==> config.mk <==
export PLATFORM = sky130hd
export DESIGN_NAME = pipe_word_packer
export DESIGN_NICKNAME = d
export VERILOG_FILES = /design/src/rtl/pipe_word_packer.sv
export SDC_FILE = /design/constraint.sdc
export NUM_CORES = 1
export LEC_CHECK = 0
export ABC_CLOCK_PERIOD_IN_PS = 17140
export CAP_MARGIN = 20
export CORE_AREA = 3 3 238 415
export CTS_CLUSTER_SIZE = 14
export DETAILED_ROUTE_END_ITERATION = 8
export DIE_AREA = 0 0 241 418
export GPL_ROUTABILITY_DRIVEN = 0
export RECOVER_POWER = 50
export SYNTH_ARGS = -nofsm -noshare
export SYNTH_HDL_FRONTEND = slang
export SYNTH_SLANG_ARGS = --single-unit
==> constraint.sdc <==
create_clock -name clk -period 17.14 [get_ports clk]
set_input_delay 5.142 -clock clk [delete_from_list [all_inputs] [get_ports clk]]
set_output_delay 5.142 -clock clk [all_outputs]
set_load 0.02 [all_outputs]
==> src/rtl/pipe_word_packer.sv <==
// Packs 32-bit host pipe words into 64-bit pairs, buffers them,
// and feeds the write-path checker one word per cycle.
module pipe_word_packer #(
  parameter int DEPTH       = 8,
  parameter bit SWAP_HALVES = 1'b0
) (
  input  logic        clk,
  input  logic        reset,
  input  logic        start,
  input  logic [31:0] word_count,
  input  logic [31:0] pipe_data,
  input  logic        pipe_write,
  output logic        pipe_ready,
  input  logic        hold,
  output logic [63:0] data_to_check,
  output logic        check_for_errors,
  output logic        enable_pattern,
  output logic        busy,
  output logic        done,
  output logic        overflow_err,
  output logic [31:0] words_checked
);

  localparam int AW = $clog2(DEPTH);

  typedef enum logic [1:0] {
    IDLE,
    RUN,
    DONE
  } state_t;

  state_t state;
  state_t state_nx;

  logic [31:0] count_q;
  logic [31:0] words_accepted;
  logic        half_vld;
  logic [31:0] half_q;

  logic [63:0] mem [DEPTH];
  logic [AW-1:0] wr_ptr;
  logic [AW-1:0] rd_ptr;
  logic [AW:0]   occ;

  logic        fifo_full;
  logic        fifo_empty;
  logic        launch;
  logic        accept;
  logic        push;
  logic        pop;
  logic [63:0] pair;

  assign fifo_full  = (occ == (AW+1)'(DEPTH));
  assign fifo_empty = (occ == '0);

  assign busy = (state == RUN);
  assign done = (state == DONE);

  assign pipe_ready = busy && !fifo_full &&
                      (words_accepted < count_q);

  // start is only honoured outside RUN
  assign launch = start && (state != RUN);
  assign accept = pipe_write && pipe_ready;
  assign push   = accept && half_vld;
  assign pop    = busy && !fifo_empty && !hold;

  assign pair = SWAP_HALVES ? {half_q, pipe_data}
                            : {pipe_data, half_q};

  assign enable_pattern = check_for_errors;

  always_ff @(posedge clk) begin
    if (reset) begin
      state <= IDLE;
    end else begin
      state <= state_nx;
    end
  end

  always_comb begin
    state_nx = state;
    unique case (state)
      IDLE: begin
        if (start) state_nx = RUN;
      end
      RUN: begin
        if (words_checked == count_q) state_nx = DONE;
      end
      DONE: begin
        if (start) state_nx = RUN;
      end
      default: state_nx = IDLE;
    endcase
  end

  always_ff @(posedge clk) begin
    if (push) begin
      mem[wr_ptr] <= pair;
    end
  end

  always_ff @(posedge clk) begin
    if (reset) begin
      count_q          <= '0;
      words_accepted   <= '0;
      words_checked    <= '0;
      overflow_err     <= 1'b0;
      half_vld         <= 1'b0;
      half_q           <= '0;
      wr_ptr           <= '0;
      rd_ptr           <= '0;
      occ              <= '0;
      data_to_check    <= '0;
      check_for_errors <= 1'b0;
    end else begin
      if (launch) begin
        count_q        <= word_count;
        words_accepted <= '0;
        words_checked  <= '0;
        overflow_err   <= 1'b0;
        half_vld       <= 1'b0;
      end else begin
        if (busy && pipe_write && !pipe_ready) begin
          overflow_err <= 1'b1;
        end
        if (accept) begin
          half_vld <= !half_vld;
        end
        if (accept && !half_vld) begin
          half_q <= pipe_data;
        end
        if (push) begin
          words_accepted <= words_accepted + 32'd1;
        end
        if (pop) begin
          words_checked <= words_checked + 32'd1;
        end
      end

      if (push) begin
        wr_ptr <= wr_ptr + 1'b1;
      end
      if (pop) begin
        rd_ptr        <= rd_ptr + 1'b1;
        data_to_check <= mem[rd_ptr];
      end
      check_for_errors <= pop;

      unique case ({push, pop})
        2'b10:   occ <= occ + 1'b1;
        2'b01:   occ <= occ - 1'b1;
        default: occ <= occ;
      endcase
    end
  end

endmodule

==> results of run 1 <==
critical path, cell delays in order:
cell	delay, ps
clkbuf_1	3000
clkbuf_1	2890
nand2b_1	310
mux2i_1	90
cell families after synthesis:
family | synth area share
compound gates | 0.04769
xor+xnor | 0.02056
flops | 0.6839
mux | 0.1357
buf+inv | 0.02060
fa+ha+maj | 0.01736
simple gates | 0.07422
flip-flops by register name, summed over array words and instances (netlist names), 2 cells and up:
signal and cells:
data_to_check 64, half_q 32, rd_ptr 3, occ 4
count_q 32, words_accepted 32, state 2, wr_ptr 3
words_checked 32, mem 512
cell type report:
type / instances / area, um2 / area share
Timing Repair Buffer: 200 / 2031 / 0.05959
Inverter: 53 / 198.9 / 0.005838
Tap cell: 1216 / 1521 / 0.04465
Sequential cell: 719 / 19530 / 0.5731
Antenna cell: 11 / 27.53 / 0.0008078
Clock buffer: 96 / 1909 / 0.05603
Clock inverter: 31 / 375.4 / 0.01102
Multi-Input combinational cell: 969 / 8483 / 0.2489
metal layers:
layer  routed length [um]  GRT usage  vias to the layer above
met5                   57          0                        -
met4                 2993    0.06579                        8
met3                 4023    0.03396                      119
met2                35740     0.2446                      372
met1                26460     0.1537                     8156
li1                     -          -                     7361
worst max path at each step:
stage                                  start                 endpoint  slack, ps  depth (start not counted)
floorplan                         pipe_write      mem[2][0]$_DFFE_PP_       3980                          5
global placement                  pipe_write     mem[3][59]$_DFFE_PP_       8870                          9
detailed placement                pipe_write     mem[5][61]$_DFFE_PP_       8780                          9
CTS                 count_q[23]$_SDFFE_PP0P_               pipe_ready       8640                          8
global route                           reset  half_q[28]$_SDFFE_PP0P_       5340                          4
finish                                 reset  half_q[27]$_SDFFE_PP0P_       6050                          4
power by group:
group | switching, mW | total [mW] | internal, mW
registers | 0.0148 | 1.88 | 1.87
logic | 0.0562 | 0.0953 | 0.0391
clock network | 0.677 | 1.52 | 0.843
total | 0.748 | 3.50 | 2.75
stage by stage:
stage / std cells / setup slack [ps] / utilization
3_5_place_dp: 3153 / 8777 / 0.3309
6_report: 3295 / 6047 / 0.3560
5_1_grt: 3289 / 5336 / 0.3559
4_1_cts: 3280 / 8639 / 0.3547
2_1_floorplan: 1835 / 3978 / -
3_3_place_gp: 3150 / 8869 / 0.3304
layout by cell type (no fill, tap or decap), types with 38 or more instances in the layout:
cell             count
a211oi_1            68
a21oi_1             83
clkbuf_16           70
clkdlybuf4s50_1    137
dfxtp_1            204
edfxtp_1           512
ha_1                38
inv_1               53
mux2i_1             99
mux4_2             128
nand2_1            103
nand2b_1            64
nor2_1             122
xnor2_1             51
==> flow_metrics.env, run 1 <==
export IMPL_outcome="finished, violations left"
export IMPL_violations="max-capacitance violations, max-slew violations"
export IMPL_synth_seq_cells=719
export IMPL_max_slew_margin=-1.906
export IMPL_synth_area_leaders="edfxtp_1 (54%), dfxtp_1 (15%), mux4_2 (10%)"
export IMPL_dpl_hpwl_um=42440
export IMPL_wl_per_cell_um=21.02
export IMPL_num_vias=16016
export IMPL_rr_worst_depth=5
export IMPL_setup_tns_ps=0
export IMPL_viasPerCell=4.861
export IMPL_syn_area_per_cell_um2=15.55
export IMPL_worstPathMaxFanout=93
export IMPL_die_h_um=418
export IMPL_async_flop_share=0
export IMPL_synth_commonest_cells="edfxtp_1 (512), dfxtp_1 (207), mux4_2 (128)"
export IMPL_path_clk_slew_ps=60
export IMPL_grt_overflow_total=0
export IMPL_antenna_found_initial=16
export IMPL_n_fill_cell=9016
export IMPL_rsz0062_at_grt="no"
export IMPL_drive_gt1_frac=0.1388
export IMPL_synth_enable_flop_cells=512
export IMPL_ff2ff_setup_slack_ps=12930
export IMPL_finalMaxSlewViolations=239
export IMPL_min_path_cells=2
export IMPL_timing_hold_violations_final=0
export IMPL_routed_wl_um=69270
export IMPL_crit_arrival_ps=11560
export IMPL_synth_top_flop_cell="edfxtp_1"
export IMPL_holdPathEnd="overflow_err$_SDFFE_PP0P_"
export IMPL_leakage_nw=10.46
export IMPL_grt_pass1_wl_um=105100
export IMPL_fin_crit_ps=11090
export IMPL_cts_sinks=719
export IMPL_synth_nets=1943
export IMPL_fp_dieW_um=241
export IMPL_firstDrtPassIters=5
export IMPL_hold_path_class="reg -> reg"
export IMPL_fp_row_count=150
export IMPL_post_cts_buffers=0
export IMPL_initialDrtViolationCount=957
export IMPL_reg2reg_from="rd_ptr[0]$_SDFFE_PP0P_"
export IMPL_worstPathRequired_ps=17610
export IMPL_ctsResizeCount=0
export IMPL_min_period_over_period=0.6472
export IMPL_cts_buffers=69
export IMPL_ant_nets=0
export IMPL_timing_rr_end="data_to_check[12]$_SDFFE_PP0P_"
export IMPL_hold_path_startpoint="overflow_err$_SDFFE_PP0P_"
export IMPL_hold_ws_ps=484.0
export IMPL_power_density_nw_per_um2=102.6
export IMPL_core_um2=95720
export IMPL_crit_path_start_kind="input port"
export IMPL_fmax_ghz=0.09015
export IMPL_cts_hold_buf=0
export IMPL_synth_warnings=0
export IMPL_synth_most_common_cell="edfxtp_1"
export IMPL_num_nets_final=2120
export IMPL_clockBufferDepth=3
export IMPL_vdd_drop_max_v=0.00007909
export IMPL_synth_top_area_share=0.5387
export IMPL_synth_cells=1835
export IMPL_root_buffer="clkbuf_16"
export IMPL_crit_type="in -> reg"
export IMPL_clock_skew_final_ps=25.30
export IMPL_setup_viol=0
export IMPL_start_util=0.2982
export IMPL_portBuffers=170
export IMPL_grt_pass1_vias=16892
export IMPL_syn_area_um2=28540
export IMPL_io_pins=171
export IMPL_area_delta_synth_final_pct=19.39
export IMPL_post_dp_cell_area_um2=31670
export IMPL_synth_top_area_cell="edfxtp_1"
export IMPL_htree_levels=3
export IMPL_yosysSeqAreaShare=0.6839
export IMPL_cts_tree="built"
export IMPL_fp_dieArea_um2=100700
export IMPL_insertion_delay_ps=640
export IMPL_worst_pin_slew_ps=4360
export IMPL_power_mw=3.495
export IMPL_drc_errors=0
export IMPL_grt_max_degree=138
export IMPL_synth_distinct_cells=62
export IMPL_track_usage=0.1379
export IMPL_postLayoutCellArea_um2=34080
export IMPL_maxCapViolCount=3
export IMPL_endpoint_kind="flop"
Power figures use the tool's default switching activity.
==> run 2: changes to the inputs <==
--- a/config.mk
+++ b/config.mk
@@ -5,7 +5,7 @@
 export SDC_FILE = /design/constraint.sdc
 export NUM_CORES = 1
 export LEC_CHECK = 0
-export ABC_CLOCK_PERIOD_IN_PS = 17140
+export ABC_CLOCK_PERIOD_IN_PS = 11200
 export CAP_MARGIN = 20
 export CORE_AREA = 3 3 238 415
 export CTS_CLUSTER_SIZE = 14
==> constraint.sdc (replaced) <==
create_clock -name clk -period 11.2 [get_ports clk]
set_input_delay 3.36 -clock clk [delete_from_list [all_inputs] [get_ports clk]]
set_output_delay 3.36 -clock clk [all_outputs]
set_load 0.02 [all_outputs]
==> flow_metrics.env, run 2 (same netlist as run 1, synthesis figures left out) <==
export IMPL_outcome="finished, violations left"
export IMPL_violations="max-capacitance violations, max-slew violations"
export IMPL_intPower_mw=4.280
export IMPL_viasPerCell=4.871
export IMPL_slowest_stage="clkbuf_1"
export IMPL_power_density_nw_per_um2=158.5
export IMPL_grt_pass1_wl_um=104400
export IMPL_n_fill_cell=8971
export IMPL_ctsResizeCount=0
export IMPL_power_switching_share=0.2081
export IMPL_io_pins=171
export IMPL_hold_ws_ps=479.2
export IMPL_core_um2=95720
export IMPL_layout_commonest_cell="edfxtp_1"
export IMPL_worst_path_buf_inv=1
export IMPL_fp_dieW_um=241
export IMPL_portBuffers=170
export IMPL_endpoint_kind="flop"
export IMPL_seq_area_um2=19530
export IMPL_wl_per_cell_um=20.88
export IMPL_crit_chain="clkbuf_1, or2b_1, nor2_1, a31o_2"
export IMPL_path_clk_slew_ps=60
export IMPL_fp_dieArea_um2=100700
export IMPL_worst_pin_slew_ps=4330
export IMPL_num_nets_final=2119
export IMPL_max_slew_margin=-1.886
export IMPL_cpPeakStageDelay_ps=2970
export IMPL_utilization=0.3563
export IMPL_start_util=0.2982
export IMPL_ff2ff_setup_slack_ps=6850
export IMPL_fin_crit_ps=7977
export IMPL_fmax_ghz=0.1254
export IMPL_clockBufferDepth=3
export IMPL_area_delta_synth_final_pct=19.48
export IMPL_post_cts_buffers=0
export IMPL_holdPathEnd="overflow_err$_SDFFE_PP0P_"
export IMPL_pre_cts_slack_ps=4370
export IMPL_setup_ws_ps=3223
export IMPL_insertion_delay_ps=640
export IMPL_grt_pass1_vias=16843
export IMPL_rr_worst_depth=11
export IMPL_worstPathRequired_ps=11720
export IMPL_largest_register_ffs=512
export IMPL_crit_type="in -> reg"
export IMPL_seq_power_share=0.533
export IMPL_min_path_cells=2
export IMPL_reg2reg_from="count_q[23]$_SDFFE_PP0P_"
export IMPL_num_vias=16026
export IMPL_cts_sinks=719
export IMPL_root_buffer="clkbuf_16"
export IMPL_finalMaxSlewViolations=155
export IMPL_routed_wl_um=68690
export IMPL_cp_top_family="buffers and inverters"
export IMPL_largest_register="mem"
export IMPL_dpl_hpwl_um=41940
export IMPL_leakage_nw=10.49
export IMPL_track_usage=0.1367
export IMPL_clkPwrFrac=0.441
export IMPL_htree_levels=3
export IMPL_initialDrtViolationCount=1080
export IMPL_crit_arrival_ps=8500
export IMPL_die_h_um=418
export IMPL_antenna_found_initial=15
export IMPL_fp_row_count=150
export IMPL_ant_nets=0
export IMPL_firstDrtPassIters=5
export IMPL_power_frac_comb=0.027
export IMPL_setup_viol=0
export IMPL_drc_errors=0
export IMPL_maxCapViolCount=2
export IMPL_clock_skew_final_ps=25.08
export IMPL_grt_overflow_total=0
export IMPL_rsz0062_at_grt="no"
export IMPL_timing_rr_end="mem[7][29]$_DFFE_PP_"
export IMPL_drive_gt1_frac=0.1374
export IMPL_cts_tree="built"
export IMPL_vdd_drop_max_v=0.0001033
export IMPL_hold_path_startpoint="overflow_err$_SDFFE_PP0P_"
export IMPL_hold_path_class="reg -> reg"
export IMPL_cts_buffers=69
export IMPL_min_period_over_period=0.7122
export IMPL_timing_hold_violations_final=0
export IMPL_final_cell_mix="edfxtp_1 (512), dfxtp_1 (204), clkdlybuf4s50_1 (137)"
export IMPL_cts_hold_buf=0
export IMPL_grt_max_degree=138
export IMPL_worstPathMaxFanout=94
export IMPL_multiInputGateArea_um2=8483
export IMPL_crit_path_start_kind="input port"
export IMPL_p_switching_mw=1.125
export IMPL_reg_top3="mem: 512 flops, data_to_check: 64 flops"
run 2: through the flow:
step           power, mW  area [um2]  setup TNS (ps)  std cells
3_3_place_gp       3.078       31630               0       3149
5_1_grt            5.599       34090               0       3284
6_report           5.405       34100               0       3290
4_1_cts            5.487       33970               0       3278
2_1_floorplan      3.007       28540          -22370       1835
3_5_place_dp       3.085       31650               0       3151
run 2: cell type report:
type	instances	share of cell area
Sequential cell	719	0.5727
Clock inverter	25	0.009833
Clock buffer	102	0.05815
Tap cell	1216	0.04462
Multi-Input combinational cell	969	0.2488
Timing Repair Buffer	199	0.05959
Antenna cell	7	0.0005137
Inverter	53	0.005834
run 2: routing by layer:
metal	global-route usage	vias to the layer above	routed length, um
li1	-	7356	-
met3	0.03291	126	3737
met5	0	-	63
met1	0.1535	8164	26530
met4	0.06102	10	2747
met2	0.2437	370	35620
run 2: worst max-delay path by stage:
stage | to | from | depth (start not counted)
floorplan | mem[2][0]$_DFFE_PP_ | pipe_write | 5
global placement | mem[7][27]$_DFFE_PP_ | pipe_write | 8
detailed placement | mem[7][60]$_DFFE_PP_ | pipe_write | 8
CTS | pipe_ready | count_q[19]$_SDFFE_PP0P_ | 9
global route | words_accepted[4]$_SDFFE_PP0P_ | reset | 4
finish | words_accepted[2]$_SDFFE_PP0P_ | reset | 4
run 2: worst register-to-register path, stage by stage, from the launching register on:
cell and delay [ps]:
dfxtp_1 460, inv_1 90, ha_1 350, a21oi_1 160, o21ai_0 160, a221oi_4 350
nand3_2 200, a21oi_1 170, buf_4 230, nand2_1 200, nor2_4 880, buf_4 690
run 2: power by group through the flow:
stage | clock network [mW] | registers [mW] | logic [mW]
after global routing | 2.56 | 2.88 | 0.161
after CTS | 2.46 | 2.88 | 0.149
after detailed placement | 0 | 2.94 | 0.149
after floorplan | 0 | 2.93 | 0.0777
final | 2.38 | 2.88 | 0.145
after global placement | 0 | 2.93 | 0.143
